[config.mk]
export PLATFORM = sky130hd
export DESIGN_NAME = tdc_meas_ctrl
export DESIGN_NICKNAME = d
export VERILOG_FILES = /design/src/rtl/tdc_meas_ctrl.sv
export SDC_FILE = /design/constraint.sdc
export NUM_CORES = 2
export LEC_CHECK = 0
export ABC_AREA = 1
export BUFFER_PORTS_ARGS = -buffer_cell sky130_fd_sc_hd__buf_2
export CAP_MARGIN = 20
export CORE_AREA = 2 2 401 403
export CTS_BUF_LIST = sky130_fd_sc_hd__clkbuf_4 sky130_fd_sc_hd__clkbuf_8 sky130_fd_sc_hd__clkbuf_16
export CTS_CLUSTER_SIZE = 8
export DETAILED_ROUTE_END_ITERATION = 7
export DIE_AREA = 0 0 403 405
export RECOVER_POWER = 25
export SYNTH_ARGS = -nofsm -noshare
export SYNTH_HDL_FRONTEND = slang
export SYNTH_SLANG_ARGS = --single-unit
[constraint.sdc]
create_clock -name i_clk -period 109.1 [get_ports i_clk]
set_input_delay 21.82 -clock i_clk [delete_from_list [all_inputs] [get_ports i_clk]]
set_output_delay 21.82 -clock i_clk [all_outputs]
set_load 0.05 [all_outputs]
[src/rtl/tdc_meas_ctrl.sv]
// Measurement sequencer for the scntr TDC: clear, arm, run a window, snapshot, segmented thermometer encode.
// Optional build macro TDC_BUBBLE_FIX_EN: terminate on the first pair of adjacent zeros instead of the first zero.
module tdc_meas_ctrl #(
  parameter int W       = 1024,
  parameter int SEG     = 64,
  parameter int WIN     = 8,
  parameter int CLR_CYC = 2
) (
  input  logic               i_clk,
  input  logic               i_rst,
  input  logic               i_start,
  input  logic [W-1:0]       i_cntr_out,
  output logic               o_cntr_rst,
  output logic               o_cntr_in,
  output logic               o_busy,
  output logic               o_valid,
  input  logic               i_ready,
  output logic [$clog2(W):0] o_code,
  output logic               o_ovf
);

  localparam int NSEG = W / SEG;
  localparam int KW   = (NSEG > 1) ? $clog2(NSEG) : 1;
  localparam int IW   = (SEG > 1) ? $clog2(SEG) : 1;
  localparam int CW   = $clog2(W) + 1;
  localparam int TMAX = (WIN > CLR_CYC) ? WIN : CLR_CYC;
  localparam int TW   = $clog2(TMAX) + 1;

  typedef enum logic [2:0] {
    ST_IDLE = 3'd0,
    ST_CLR  = 3'd1,
    ST_ARM  = 3'd2,
    ST_RUN  = 3'd3,
    ST_CAP  = 3'd4,
    ST_ENC  = 3'd5,
    ST_DONE = 3'd6
  } state_t;

  state_t          state_r;
  state_t          state_nx_s;
  logic [TW-1:0]   tmr_r;
  logic [KW-1:0]   k_r;
  logic [W-1:0]    snap_r;
  logic [CW-1:0]   code_r;
  logic            ovf_r;
  logic            cntr_rst_r, cntr_in_r, busy_r, valid_r;
  logic            cntr_rst_s, cntr_in_s, busy_s, valid_s;
  logic [SEG-1:0]  mask_s;
  logic            found_s;
  logic [IW-1:0]   idx_s;
  logic            last_seg_s;
  logic [CW-1:0]   enc_code_s;

  function automatic logic [IW-1:0] lowest_set(input logic [SEG-1:0] v);
    logic [IW-1:0] idx;
    idx = '0;
    for (int i = SEG - 1; i >= 0; i--) begin
      if (v[i]) idx = IW'(i);
      else      idx = idx;
    end
    return idx;
  endfunction

`ifdef TDC_BUBBLE_FIX_EN
  // Each segment carries one lookahead bit from the next segment; bit W reads as zero.
  logic [W:0]   ext_s;
  logic [SEG:0] segs_s [NSEG];

  function automatic logic [SEG-1:0] term_mask(input logic [SEG:0] b);
    logic [SEG-1:0] m;
    for (int i = 0; i < SEG; i++) m[i] = ~b[i] & ~b[i+1];
    return m;
  endfunction

  assign ext_s = {1'b0, snap_r};
  for (genvar g = 0; g < NSEG; g++) begin : g_seg
    assign segs_s[g] = ext_s[g*SEG +: SEG+1];
  end
`else
  logic [SEG-1:0] segs_s [NSEG];

  function automatic logic [SEG-1:0] term_mask(input logic [SEG-1:0] b);
    return ~b;
  endfunction

  for (genvar g = 0; g < NSEG; g++) begin : g_seg
    assign segs_s[g] = snap_r[g*SEG +: SEG];
  end
`endif

  // Segment encoder: termination mask of the current segment and its lowest hit.
  always_comb begin
    mask_s     = term_mask(segs_s[k_r]);
    found_s    = |mask_s;
    idx_s      = lowest_set(mask_s);
    last_seg_s = (k_r == KW'(NSEG - 1));
    enc_code_s = CW'(k_r) * CW'(SEG) + CW'(idx_s);
  end

  // State register.
  always_ff @(posedge i_clk or posedge i_rst) begin
    if (i_rst) state_r <= ST_IDLE;
    else       state_r <= state_nx_s;
  end

  // Next-state logic.
  always_comb begin
    state_nx_s = state_r;
    case (state_r)
      ST_IDLE: begin
        if (i_start) state_nx_s = ST_CLR;
        else         state_nx_s = ST_IDLE;
      end
      ST_CLR: begin
        if (tmr_r == TW'(CLR_CYC - 1)) state_nx_s = ST_ARM;
        else                           state_nx_s = ST_CLR;
      end
      ST_ARM:  state_nx_s = ST_RUN;
      ST_RUN: begin
        if (tmr_r == TW'(WIN - 1)) state_nx_s = ST_CAP;
        else                       state_nx_s = ST_RUN;
      end
      ST_CAP:  state_nx_s = ST_ENC;
      ST_ENC: begin
        if (found_s || last_seg_s) state_nx_s = ST_DONE;
        else                       state_nx_s = ST_ENC;
      end
      ST_DONE: begin
        if (i_ready) state_nx_s = ST_IDLE;
        else         state_nx_s = ST_DONE;
      end
      default: state_nx_s = ST_IDLE;
    endcase
  end

  // Output decode from the next state so the registered outputs track the state exactly.
  always_comb begin
    cntr_rst_s = 1'b0;
    cntr_in_s  = 1'b0;
    busy_s     = 1'b1;
    valid_s    = 1'b0;
    case (state_nx_s)
      ST_IDLE: begin cntr_rst_s = 1'b1; busy_s = 1'b0; end
      ST_CLR:  cntr_rst_s = 1'b1;
      ST_RUN:  cntr_in_s  = 1'b1;
      ST_DONE: valid_s    = 1'b1;
      default: begin cntr_rst_s = 1'b0; cntr_in_s = 1'b0; end
    endcase
  end

  // Output registers.
  always_ff @(posedge i_clk or posedge i_rst) begin
    if (i_rst) begin
      cntr_rst_r <= 1'b1;
      cntr_in_r  <= 1'b0;
      busy_r     <= 1'b0;
      valid_r    <= 1'b0;
    end else begin
      cntr_rst_r <= cntr_rst_s;
      cntr_in_r  <= cntr_in_s;
      busy_r     <= busy_s;
      valid_r    <= valid_s;
    end
  end

  // Datapath: phase timer, segment index, snapshot and result.
  always_ff @(posedge i_clk or posedge i_rst) begin
    if (i_rst) begin
      tmr_r  <= '0;
      k_r    <= '0;
      snap_r <= '0;
      code_r <= '0;
      ovf_r  <= 1'b0;
    end else begin
      if (state_nx_s != state_r) tmr_r <= '0;
      else if ((state_r == ST_CLR) || (state_r == ST_RUN)) tmr_r <= tmr_r + 1'b1;
      else tmr_r <= tmr_r;

      if (state_r == ST_CAP) begin
        snap_r <= i_cntr_out;
        k_r    <= '0;
      end else if (state_r == ST_ENC) begin
        k_r    <= k_r + 1'b1;
      end else begin
        k_r    <= k_r;
      end

      if ((state_r == ST_ENC) && (found_s || last_seg_s)) begin
        code_r <= found_s ? enc_code_s : CW'(W);
        ovf_r  <= ~found_s;
      end else begin
        code_r <= code_r;
        ovf_r  <= ovf_r;
      end
    end
  end

  assign o_cntr_rst = cntr_rst_r;
  assign o_cntr_in  = cntr_in_r;
  assign o_busy     = busy_r;
  assign o_valid    = valid_r;
  assign o_code     = code_r;
  assign o_ovf      = ovf_r;

endmodule

* Word level (Yosys, flattened, before mapping)
Index checks and enable logic that the tools add are counted.
** Storage, ports and cells
- Register bits :: 1051
- Latch bits :: 0
- RAM bits :: 0
- Memory bits (read-only) :: 0
- Input port bits :: 1028
- Output and inout port bits :: 16
- Word-level logic and storage cells :: 121
- Memories kept :: 0
** Cells by class
- $add $sub $neg :: 3
- Multiply operators :: 0
- Div/mod/pow operators :: 0
- Order comparisons :: 1
- Equal/unequal tests :: 13
- Shifts and indexed selects :: 0
- Muxes and demuxes :: 82
- Bitwise operators :: 3
- Reduce and logical (&&, ||, !) cells :: 9
** Operators with widths (number)
- $mux W6 :: 64
- $bmux W64 S4 :: 1
- $mux W64 :: 2
- $not A64 Y64 :: 1
- $reduce_or A64 Y1 :: 1
- $pmux W3 S7 :: 1
- $mux W4 :: 4
- $eq A3 B3 Y1 const B :: 4
- $add A10 B6 Y11 :: 1
- $mux W11 :: 1
- $eq A3 B2 Y1 const B :: 3
- $add A4 B1 Y4 const B :: 2
- $eq A3 B1 Y1 const B :: 2
- $logic_not A3 Y1 :: 2
- $mux W3 :: 2
- $ge A5 B5 Y1 const B :: 1
- $mux W1 :: 5
- $not A4 Y5 :: 1
- $eq A4 B1 Y1 const B :: 1
- $eq A4 B3 Y1 const B :: 1
- $eq A4 B4 Y1 const B :: 1
- $mux W2 :: 2
- $reduce_bool A2 Y1 :: 2
- $ne A3 B3 Y1 :: 1
- 4 further kinds :: 5

* Longest topological paths before layout
- Word-level depth :: 71
- Mapped depth :: 73
- Depth with buffers taken out :: 71

* Worst setup path before layout
Ideal clock, no wire load.
- Path kind :: input-to-reg
- From :: input port i_start
- To :: register tmr_r[1]
- Library setup time :: 87 ps
- Arrival time :: 22720 ps
- Data required time :: 109013 ps
- Slack :: 86293 ps
- Stages :: 6
- Buffers on the path :: 0
- Cells stage by stage :: o21a_1 a311oi_1 nand2_1 nand2_1 o2111ai_2 a211oi_2
** Between the ends
- Cells in the longest elaborated chain, start to end :: 4
- Elaborated cells on any way between the ends :: 5
- Those cells by class :: eq/ne: 1; mux: 3; reduce/logical: 1
** Ends and longest elaborated chain
- start, declared :: line 11 : input logic i_start,
- $mux W1 (*) :: line 111 : if (i_start) state_nx_s = ST_CLR;
- $pmux W3 S7 (*) :: line 109 : case (state_r)
- via state_nx_s[0] :: line 40 : state_t state_nx_s;
- $ne A3 B3 Y1 (*) :: line 175 : if (state_nx_s != state_r) tmr_r <= '0;
- $mux W4 / $reduce_bool A2 Y1 (equally long branches)
- end signal, assigned :: line 176 : else if ((state_r == ST_CLR) || (state_r == ST_RUN)) tmr_r <= tmr_r + 1'b1;
- end signal, assigned :: line 177 : else tmr_r <= tmr_r;
- end, declared :: line 41 : logic [TW-1:0] tmr_r;
The timed path passes the listed nets; every way through them passes the cells marked *.
A chain may end at the register's enable or synchronous reset.

==> summary.txt <==
Run status
  – Run status: complete, but fails checks
  – Violated checks: max-capacitance violations, max-slew violations

Flow run
  – Max cap viols: 5

CTS
  – Htree depth: 4
  – Clock root buffer master: clkbuf_16
  – Deepest clock path buffer count: 3
  – Clk Latency, worst-skew pair: between 0.7 and 0.8 ns
  – Post-CTS sizing: 0
  – CTS Hold Bufs: 0
  – CTS tree: done
  – Post-CTS Setup Repair Bufs: 0
  – Clock transition at path regs: ~0.06 ns
  – Number of buffers created by CTS: about 150
  – Sink Count: between 1000 and 1500

Synthesis
  – Cell with the most instances after synthesis: dfrtp_1
  – Mapped Area: 49000 sq um
  – FFs w/ async S/R, synth: 100%
  – Area contributors post-synth: dfrtp_1 54%, mux2_2 17%, o21ai_0 6.2%
  – Syn avg cell area: around 10 sq um
  – Yosys reg bits: 1050
  – Yosys warnings: 0
  – Register area share after synthesis: 53.6%
  – Synth top area share: 53.5%
  – Synth top cells by count: 1049 x dfrtp_1, 750 x mux2_2, 681 x nor2_1, 604 x o21ai_0, 399 x a21oi_1
  – Post-synthesis cell count: approximately 4700
  – Synthesized Nets: around 5800
  – Primary FF master, synth: dfrtp_1
  – EDFF count, synth: 0
  – Post-synthesis cell type count: 41
  – Yosys top cell by area: dfrtp_1

Floorplan
  – Die height: 405 microns
  – Die ar.: 163000 sq um
  – Initial Utilization: a little under a third
  – Ports: ~1000
  – Die W: about 400 microns
  – Row cnt: ~150
  – Core area: 159000 sq um

Global routing
  – Vias in the first global route: about 40000
  – Grt ovf: 0
  – Total track usage: between 20 and 25%
  – Largest net degree at the start of global routing: roughly 200
  – First-pass GRT wire length: between 200000 and 300000 microns
  – Initial antenna violation count: 142

Critical path
  – Critical Path RT: between 100 and 150 ns
  – Setup CP Type: input pin to async pin
  – Setup slack, reg-to-reg: 93.19 ns
  – Kind of start point of the critical path: input pin
  – WP buf/inv: 6
  – Worst-path cell chain: buf_2 -> inv_8 -> buf_4 -> buf_4 -> buf_12 -> buf_4
  – CP endpoint kind: async pin
  – Slowest CP cell: buf_4
  – Cell family with most CP delay: buffers and inverters
  – Worst Path Arrival: 26.04 ns
  – Origin of the critical flop-to-flop path: k_r[0]
  – Max stage delay on crit path: 0.86 ns
  – Crit-path max FO: about 150
  – R2R depth: 18
  – Most frequent CP cell: buf_4
  – R2R Path End: o_code[6]

Cells and area
  – Reg area: 26300 sq um
  – Fillers: between 15000 and 20000
  – Area Growth Syn to Fin: 21.7%
  – Footprint of the multi-input gates: a little under 20000 sq um
  – Core Util, Final: approximately 37%
  – Layout cells sized above 1: 35.8%
  – Final std cells w/o fill: a little under 8000
  – Nets: ~6700

Worst hold path
  – Hold path cells: 2
  – Hold Path End: o_code[3]
  – Hold Path Class: flop to flop
  – Hold path start: o_code[3]

Timing
  – Final Max Tran Viols: 358
  – Slew HR: -205%
  – Total negative slack: 0 ns
  – Post-layout min period: ~25 ns
  – Worst setup margin: approximately 84 ns
  – Final setup viols: 0
  – Worst-margin pin slew: about 4.6 ns
  – Highest Clock Rate: approximately 0.04 GHz
  – Period Utilization, post-route: 23.2%
  – Final Hold Fails: 0
  – Clk_skew: 0.0378 ns
  – Unrepaired setup endpoints after global routing: false

Drt
  – Via count: ~40000
  – Avg WL per Cell: 23.8 microns
  – Initial DRC count: ~3400
  – Routed WL: approximately 190000 microns
  – Vias per inst: about 5.1
  – Pre-antenna DRT Iters: 6
  – DRC viols: 0
  – Antenna viol nets, final: 0

Pwr
  – Peak supply drop: around 0.013 mV
  – Leakage: 27.3 nW
  – Power Density: roughly 26 nW/um^2

Placed design
  – Detailed placement HPWL: approximately 130000 microns
  – Port Buf Inserts: around 1000
  – Placer Congestion: slightly below 0.9
  – Place WS: 82.87 ns
  – Placed Cells incl. Taps: 7554
[cells by family (layout without fill, tap and decap cells)]
logic type      after synthesis  in the layout  synth area share [%]
compound gates             1309           1309                  14.9
xor+xnor                      5              5                0.0893
fa+ha+maj                     3              3                0.0765
buf+inv                     652           1576                  6.59
flops                      1050           1050                  53.6
mux                         750            750                  17.2
other cells                   0             96                     0
simple gates                959            959                  7.52
[cells in the final DEF, fill, tap and decap left out, types with 14 or more instances in the layout]
cell type,count
nor2_1,683
nand3_1,41
clkbuf_4,14
buf_4,43
dfrtp_1,1046
o22ai_1,64
a21oi_2,15
clkbuf_16,154
nand2_1,223
mux2_2,750
a21oi_1,399
diode_2,96
o21ai_0,599
inv_1,287
buf_2,1004
o21ai_1,45
clkbuf_1,41
o221ai_1,118
o211ai_1,52
[per-layer routing]
layer / track usage [%] / up-vias / wire, microns
li1: - / 18100 / -
met1: 28.4 / 19800 / 78500
met2: 35.2 / 1367 / 87200
met3: 5.61 / 403 / 12900
met4: 10.1 / 72 / 7460
met5: 0 / - / 448
[through the flow]
stage               area, sq um  hold WS, ns  power, mW
finish                    59700        0.483       1.55
detailed placement        55300        0.469       1.12
CTS                       59600        0.482       1.56
floorplan                 49000        0.474      0.955
global route              59700        0.502       1.65
global placement          55300        0.470       1.11
[sequential cells by signal (all words and copies together) (netlist names)]
| signal | count |
|---|---|
| o_cntr_in | 1 |
| o_code | 11 |
| snap_r | 1024 |
| o_busy | 1 |
| k_r | 4 |
| o_valid | 1 |
| tmr_r | 4 |
| o_cntr_rst | 1 |
| state_r | 3 |
[layout make-up]
cell class / count / area share (%)
Sequential cell: 1050 / 44.0
Antenna cell: 96 / 0.402
Clock buffer: 171 / 6.70
Clock inverter: 13 / 0.375
Inverter: 292 / 1.87
Timing Repair Buffer: 1100 / 9.54
Tap cell: 2086 / 4.37
Multi-Input combinational cell: 3026 / 32.7
[worst max-delay path by stage]
stage / startpoint / to / slack (ns) / cells after the start
2_1_floorplan: i_rst / k_r[0] / 57.73 / 1
3_3_place_gp: i_rst / snap_r[1005] / 82.93 / 6
6_report: i_rst / snap_r[819] / 83.79 / 6
3_5_place_dp: i_rst / snap_r[1005] / 82.87 / 6
5_1_grt: i_rst / snap_r[819] / 83.16 / 6
4_1_cts: i_rst / snap_r[819] / 83.69 / 6
[power by group]
group,total [mW],switching [mW],leakage [nW],internal [mW]
registers,0.609,0.0742,12.1,0.535
logic,0.511,0.318,13.1,0.193
clock network,0.432,0.175,2.08,0.257
[worst min-delay path, cell delays in order, from the launching register on]
cell     delay, ns
dfrtp_1       0.34
nand2_1       0.05
o31ai_1       0.05
(Power assumes the default switching activity.)
